## src/rtl/mmio_pkg.sv

```systemverilog
// Shared word-index map and window geometry for the MMIO port bank.
package mmio_pkg;
  localparam int WINDOW_BITS    = 6;
  localparam int IDX_W          = 4;
  localparam int IN_BASE_IDX    = 0;
  localparam int OUT_BASE_IDX   = 8;
  localparam int STATUS_IDX     = 15;
  localparam int STATUS_OVF_LSB = 8;
endpackage

```

## src/rtl/mmio_debounce.sv

```systemverilog
// Two-flop synchroniser plus stable-count debouncer; rise is combinational and marks the edge
// on which level goes high, so the consumer captures on that same edge. No backpressure.
module mmio_debounce #(
  parameter int DEBOUNCE_CYCLES = 4
) (
  input  logic clk,
  input  logic rst,
  input  logic raw,
  output logic level,
  output logic rise
);
  localparam int CNT_W = $clog2(DEBOUNCE_CYCLES + 1);
  localparam logic [CNT_W-1:0] CNT_LAST = CNT_W'(DEBOUNCE_CYCLES - 1);

  logic             sync1_q, sync1_d;
  logic             sync2_q, sync2_d;
  logic             level_q, level_d;
  logic [CNT_W-1:0] cnt_q, cnt_d;
  logic             differ;
  logic             flip;

  always_comb begin
    sync1_d = raw;
    sync2_d = sync1_q;
    differ  = (sync2_q != level_q);
    // The cycle that would bring the count to DEBOUNCE_CYCLES flips the level instead.
    flip    = differ && (cnt_q == CNT_LAST);
    level_d = level_q;
    cnt_d   = '0;
    if (flip) begin
      level_d = ~level_q;
    end else if (differ) begin
      cnt_d = cnt_q + CNT_W'(1);
    end
  end

  always_ff @(posedge clk) begin
    if (rst) begin
      sync1_q <= 1'b0;
      sync2_q <= 1'b0;
      level_q <= 1'b0;
      cnt_q   <= '0;
    end else begin
      sync1_q <= sync1_d;
      sync2_q <= sync2_d;
      level_q <= level_d;
      cnt_q   <= cnt_d;
    end
  end

  assign level = level_q;
  assign rise  = flip && !level_q;
endmodule

```

## src/rtl/mmio_port_bank.sv

```systemverilog
// 64-byte MMIO window: debounced input capture, CPU output registers, sticky status; 1-cycle
// registered reads, writes land on the request edge; no backpressure, every hit is accepted.
module mmio_port_bank
  import mmio_pkg::*;
#(
  parameter int                WIDTH           = 32,
  parameter int                ADDR_W          = 16,
  parameter logic [ADDR_W-1:0] BASE_ADDR       = 16'hFFC0,
  parameter int                NUM_IN          = 2,
  parameter int                IN_WIDTH        = 10,
  parameter int                NUM_OUT         = 1,
  parameter int                DEBOUNCE_CYCLES = 4
) (
  input  logic                       clk,
  input  logic                       rst,
  input  logic [ADDR_W-1:0]          addr,
  input  logic                       rd_en,
  input  logic                       wr_en,
  input  logic [WIDTH-1:0]           wr_data,
  output logic                       hit,
  output logic [WIDTH-1:0]           rd_data,
  output logic                       rd_valid,
  input  logic [NUM_IN*IN_WIDTH-1:0] in_data,
  input  logic [NUM_IN-1:0]          in_load,
  output logic [NUM_OUT*WIDTH-1:0]   out_ports
);
  logic [IDX_W-1:0]    idx;
  logic                rd_acc, wr_acc;
  logic [NUM_IN-1:0]   rise, dbn_level;
  logic [WIDTH-1:0]    rd_mux;

  logic [IN_WIDTH-1:0] in_reg_q  [NUM_IN];
  logic [IN_WIDTH-1:0] in_reg_d  [NUM_IN];
  logic [WIDTH-1:0]    out_reg_q [NUM_OUT];
  logic [WIDTH-1:0]    out_reg_d [NUM_OUT];
  logic [NUM_IN-1:0]   new_flag_q, new_flag_d;
  logic [NUM_IN-1:0]   ovf_flag_q, ovf_flag_d;
  logic [WIDTH-1:0]    rd_data_q, rd_data_d;
  logic                rd_valid_q, rd_valid_d;

  logic unused_sig;
  assign unused_sig = ^{addr[1:0], dbn_level};

  assign hit    = (addr[ADDR_W-1:WINDOW_BITS] == BASE_ADDR[ADDR_W-1:WINDOW_BITS]);
  assign idx    = addr[WINDOW_BITS-1:2];
  assign rd_acc = rd_en && hit;
  assign wr_acc = wr_en && hit;

  for (genvar g = 0; g < NUM_IN; g++) begin : g_in
    mmio_debounce #(.DEBOUNCE_CYCLES(DEBOUNCE_CYCLES)) u_dbn (
      .clk   (clk),
      .rst   (rst),
      .raw   (in_load[g]),
      .level (dbn_level[g]),
      .rise  (rise[g])
    );
  end

  for (genvar g = 0; g < NUM_OUT; g++) begin : g_out
    assign out_ports[g*WIDTH +: WIDTH] = out_reg_q[g];
  end

  always_comb begin
    rd_mux = '0;
    for (int i = 0; i < NUM_IN; i++) begin
      if (idx == IDX_W'(IN_BASE_IDX + i)) rd_mux = WIDTH'(in_reg_q[i]);
    end
    for (int j = 0; j < NUM_OUT; j++) begin
      if (idx == IDX_W'(OUT_BASE_IDX + j)) rd_mux = out_reg_q[j];
    end
    if (idx == IDX_W'(STATUS_IDX)) begin
      rd_mux[NUM_IN-1:0]                = new_flag_q;
      rd_mux[STATUS_OVF_LSB +: NUM_IN]  = ovf_flag_q;
    end
  end

  always_comb begin
    rd_valid_d = rd_acc;
    rd_data_d  = rd_acc ? rd_mux : rd_data_q;
    new_flag_d = new_flag_q;
    ovf_flag_d = ovf_flag_q;
    if (rd_acc && idx == IDX_W'(STATUS_IDX)) ovf_flag_d = '0;
    // Clears are applied first so a capture on the same edge overrides them.
    for (int i = 0; i < NUM_IN; i++) begin
      in_reg_d[i] = in_reg_q[i];
      if (rd_acc && idx == IDX_W'(IN_BASE_IDX + i)) new_flag_d[i] = 1'b0;
      if (rise[i]) begin
        in_reg_d[i]   = in_data[i*IN_WIDTH +: IN_WIDTH];
        new_flag_d[i] = 1'b1;
        if (new_flag_q[i]) ovf_flag_d[i] = 1'b1;
      end
    end
    for (int j = 0; j < NUM_OUT; j++) begin
      out_reg_d[j] = out_reg_q[j];
      if (wr_acc && idx == IDX_W'(OUT_BASE_IDX + j)) out_reg_d[j] = wr_data;
    end
  end

  always_ff @(posedge clk) begin
    if (rst) begin
      for (int i = 0; i < NUM_IN; i++)  in_reg_q[i]  <= '0;
      for (int j = 0; j < NUM_OUT; j++) out_reg_q[j] <= '0;
      new_flag_q <= '0;
      ovf_flag_q <= '0;
      rd_data_q  <= '0;
      rd_valid_q <= 1'b0;
    end else begin
      for (int i = 0; i < NUM_IN; i++)  in_reg_q[i]  <= in_reg_d[i];
      for (int j = 0; j < NUM_OUT; j++) out_reg_q[j] <= out_reg_d[j];
      new_flag_q <= new_flag_d;
      ovf_flag_q <= ovf_flag_d;
      rd_data_q  <= rd_data_d;
      rd_valid_q <= rd_valid_d;
    end
  end

  assign rd_data  = rd_data_q;
  assign rd_valid = rd_valid_q;
endmodule

```

## config.mk

```make
export PLATFORM = sky130hd
export DESIGN_NAME = mmio_port_bank
export DESIGN_NICKNAME = d
export VERILOG_FILES = /design/src/rtl/mmio_pkg.sv /design/src/rtl/mmio_debounce.sv /design/src/rtl/mmio_port_bank.sv
export SDC_FILE = /design/constraint.sdc
export NUM_CORES = 1
export LEC_CHECK = 0
export CAP_MARGIN = 15
export CORE_ASPECT_RATIO = 0.9
export CORE_MARGIN = 1.5
export CORE_UTILIZATION = 44
export CTS_BUF_LIST = sky130_fd_sc_hd__clkbuf_16
export DETAILED_ROUTE_END_ITERATION = 10
export PLACE_DENSITY = 0.76
export SYNTH_ARGS = -nofsm -noshare
export SYNTH_HDL_FRONTEND = slang
export SYNTH_HIERARCHICAL = 1
export SYNTH_SLANG_ARGS = --single-unit
export TNS_END_PERCENT = 30
```

## constraint.sdc

```tcl
create_clock -name clk -period 2.54 [get_ports clk]
set_clock_uncertainty 0.2 [all_clocks]
set_input_delay 0.381 -clock clk [delete_from_list [all_inputs] [get_ports clk]]
set_output_delay 0.381 -clock clk [all_outputs]
set_load 0.02 [all_outputs]
```

==> flow_summary.toml <==
[layout]
utilization_pct = 67.8
nets = 568
final_layout_size_suffix_gt1_share_pct = 8.08
syn2layout_area_growth_pct = 46.9
diodes = 0

[grt]
grt_use_total_pct = 20.7
grt_start_max_net_pins = 80
grt_pass1_wl_um = 15000
grt_pass1_vias = 3091
antenna_found_initial = 0
overflow = 0

[worst_setup_path]
critical_path_class = "in2reg"
critPathRequiredTime_ns = 2.61
crit_arrival_ns = 2.27
startpoint_type = "primary input"
endpoint_kind = "flop"
cp_max_fo = 22

[die]
die_w_um = 101
start_util_pct = 46.2
rows = 31
core_area_um2 = 8220
dieArea_um2 = 9190
dieHeight_um = 91.1
ios = 140

[synthesis]
syn_area_um2 = 3800
synthesis.nets = 431
syn_avg_cell_area_um2 = 10.8
synthCells = 353
yosysWarnings = 6
ys_ff_latch = 101
yosysUniqueCellTypes = 36
seq_area_frac_synth_pct = 53.3

[place]
numPortBuffers = 137
place_ws_ns = -0.0390
gp_congestion = 0.855
hpwl_um = 6640

[sta]
finalHoldViolCount = 0
post-route-period-util_pct = 86.7
fin_setup_tns_ns = 0
report.final.slew_viol_count = 0
worst_slack_ns = 0.339
rsz0062_at_grt = "false"
worstMarginPinSlew_ns = 1.09
relSlewSlack_pct = 27.2
setup_viol = 0
min_period_ns = 2.20
fmax_mhz = 454

[route]
routedWlPerCell_um = 15.6
num_vias = 3111
ant_nets = 0
drc = 0
viasPerCell = 5.10
wl_um = 9520
firstDrtPassIters = 4
drt-initial-drc-count = 99

[clock_network]
clock_latency_ns = 0.33
cts.reportedPaths.clkPinSlew_ns = 0.07
postCtsHoldBufs = 0
clockRootBuffer = "clkbuf_16"
h-tree-depth = 3
cts_buffer_depth = 2
cts_tree = "yes"
cts_buffers = 9
clock_sinks = 101

[power_and_ir_drop]
p_per_area_nw_per_um2 = 542
p_leak_nw = 2.02
ir_drop_v = 0.000446
power_w = 0.00302

[min_path]
hold_class = "reg2reg"

[job]
maxCapViolations = 0

[outcome]
outcome = "completed"
## cells by family (layout without fill, tap and decap cells)
| group | after synthesis | count (layout) | share of synthesized area (%) |
|---|---|---|---|
| flip-flops | 101 | 101 | 53.3 |
| AND/OR/NAND/NOR | 100 | 100 | 12.8 |
| buffers and inverters | 29 | 171 | 4.12 |
| adder cells (fa/ha/maj) | 4 | 4 | 1.32 |
| AO/OA/AOI/OAI | 49 | 49 | 10.1 |
| XOR/XNOR | 2 | 2 | 0.462 |
| multiplexers | 68 | 68 | 18.0 |
## where the power goes
group / switching [W] / internal, W / total, W
registers: 0.00000174 / 0.00159 / 0.00159
logic: 0.0000645 / 0.000113 / 0.000177
clock network: 0.000590 / 0.000666 / 0.00126
## cells in the mapped netlist
| cell | n | share of area (%) |
|---|---|---|
| o21ai_0 | 3 | 0.40 |
| clkbuf_1 | 9 | 0.89 |
| and4bb_2 | 1 | 0.33 |
| dfxtp_1 | 101 | 53 |
| or3_1 | 1 | 0.16 |
| mux2i_1 | 65 | 17 |
| and4_1 | 1 | 0.23 |
| nand2b_1 | 2 | 0.33 |
| clkbuf_2 | 1 | 0.13 |
| nand2_1 | 10 | 0.99 |
| nor2_1 | 63 | 6.2 |
| ha_1 | 4 | 1.3 |
| mux2_2 | 3 | 0.89 |
| nor4_1 | 5 | 0.82 |
| buf_1 | 4 | 0.40 |
| a221o_1 | 3 | 0.79 |
| nor3_1 | 3 | 0.40 |
| nor3_2 | 1 | 0.26 |
| buf_4 | 3 | 0.59 |
| or4_1 | 1 | 0.20 |
| inv_1 | 3 | 0.30 |
| buf_6 | 4 | 1.2 |
| a221oi_1 | 1 | 0.23 |
| a21oi_1 | 10 | 1.3 |
| xnor2_1 | 2 | 0.46 |
| buf_2 | 4 | 0.53 |
| o2bb2ai_1 | 6 | 1.4 |
| nor2b_1 | 4 | 0.66 |
| o2111ai_1 | 3 | 0.69 |
| inv_2 | 1 | 0.099 |
| nand4_1 | 3 | 0.49 |
| nor4b_2 | 3 | 1.2 |
| o22ai_1 | 1 | 0.16 |
| and4b_2 | 1 | 0.30 |
| and3_1 | 1 | 0.16 |
| a22o_1 | 22 | 5.1 |
## stage by stage
step	area, um^2	instances	hold WS (ns)
global placement	5300	594	0.217
CTS	5570	610	0.235
global route	5580	610	0.253
floorplan	3800	353	0.204
detailed placement	5300	594	0.226
finish	5580	610	0.242
## final cells by class
type	instances	area, um^2
Clock buffer	9	225
Clock inverter	7	48.8
Fill cell	674	2650
Inverter	4	15.0
Multi-Input combinational cell	223	1620
Sequential cell	101	2020
Tap cell	115	144
Timing Repair Buffer	151	1500
## routing by layer
layer | GRT usage [%] | vias up | wire (um)
met5 | 0 | - | 0
met4 | 3.82 | 0 | 67
met3 | 7.70 | 8 | 819
met2 | 36.0 | 110 | 4500
met1 | 24.6 | 1468 | 4130
li1 | - | 1525 | -
## placed cells by master, fill, tap and decap left out, types with 2 or more instances in the layout
cell / Yosys / layout
a21oi_1: 10 / 9
a221o_1: 3 / 3
a22o_1: 22 / 22
buf_12: 0 / 2
buf_4: 3 / 12
clkbuf_16: 0 / 9
clkdlybuf4s50_1: 0 / 135
clkinvlp_4: 0 / 2
dfxtp_1: 101 / 101
ha_1: 4 / 4
inv_1: 3 / 4
inv_6: 0 / 2
mux2_2: 3 / 3
mux2i_1: 65 / 65
nand2_1: 10 / 10
nand2b_1: 2 / 2
nand4_1: 3 / 3
nor2_1: 63 / 63
nor2b_1: 4 / 4
nor3_1: 3 / 3
nor4_1: 5 / 5
nor4b_2: 3 / 3
o2111ai_1: 3 / 3
o21ai_0: 3 / 3
o2bb2ai_1: 6 / 6
xnor2_1: 2 / 2
## registers in the layout, summed over array words and instances, names as in the netlist
signal and flops:
g_in.u_dbn/cnt_q 6, rd_data 32, ovf_flag_q 2, in_reg_q 20, g_in.u_dbn/sync1_q 2, new_flag_q 2
g_in.u_dbn/level 2, rd_valid 1, g_in.u_dbn/sync2_q 2, out_reg_q 32
## what timing repair did
action / 4_1_cts / 5_1_grt
setup buffers: 0 / 0
gates resized for setup: 0 / 1
endpoints found under the hold margin: 0 / 0
endpoints found under the setup margin: 0 / 1
## path summary, 6_finish.rpt
path                               start                     end  slack, ns  depth (start not counted)
hold / removal    g_in[0].u_dbn/cnt_q[0]  g_in[0].u_dbn/cnt_q[0]       0.24                          1
setup reg to reg  g_in[0].u_dbn/cnt_q[0]           new_flag_q[0]       0.71                          7
setup / recovery                addr[12]             rd_data[18]       0.34                          6
hold reg to reg   g_in[0].u_dbn/cnt_q[0]  g_in[0].u_dbn/cnt_q[0]       0.24                          1
## worst max-delay path, stage by stage
cell and delay [ns]:
clkdlybuf4s50_1 0.41, nand4_1 0.16, nor3_2 0.07, buf_4 0.16
a21oi_2 0.81, a22o_1 0.27
Note: power is estimated with default switching activity, not from simulation.
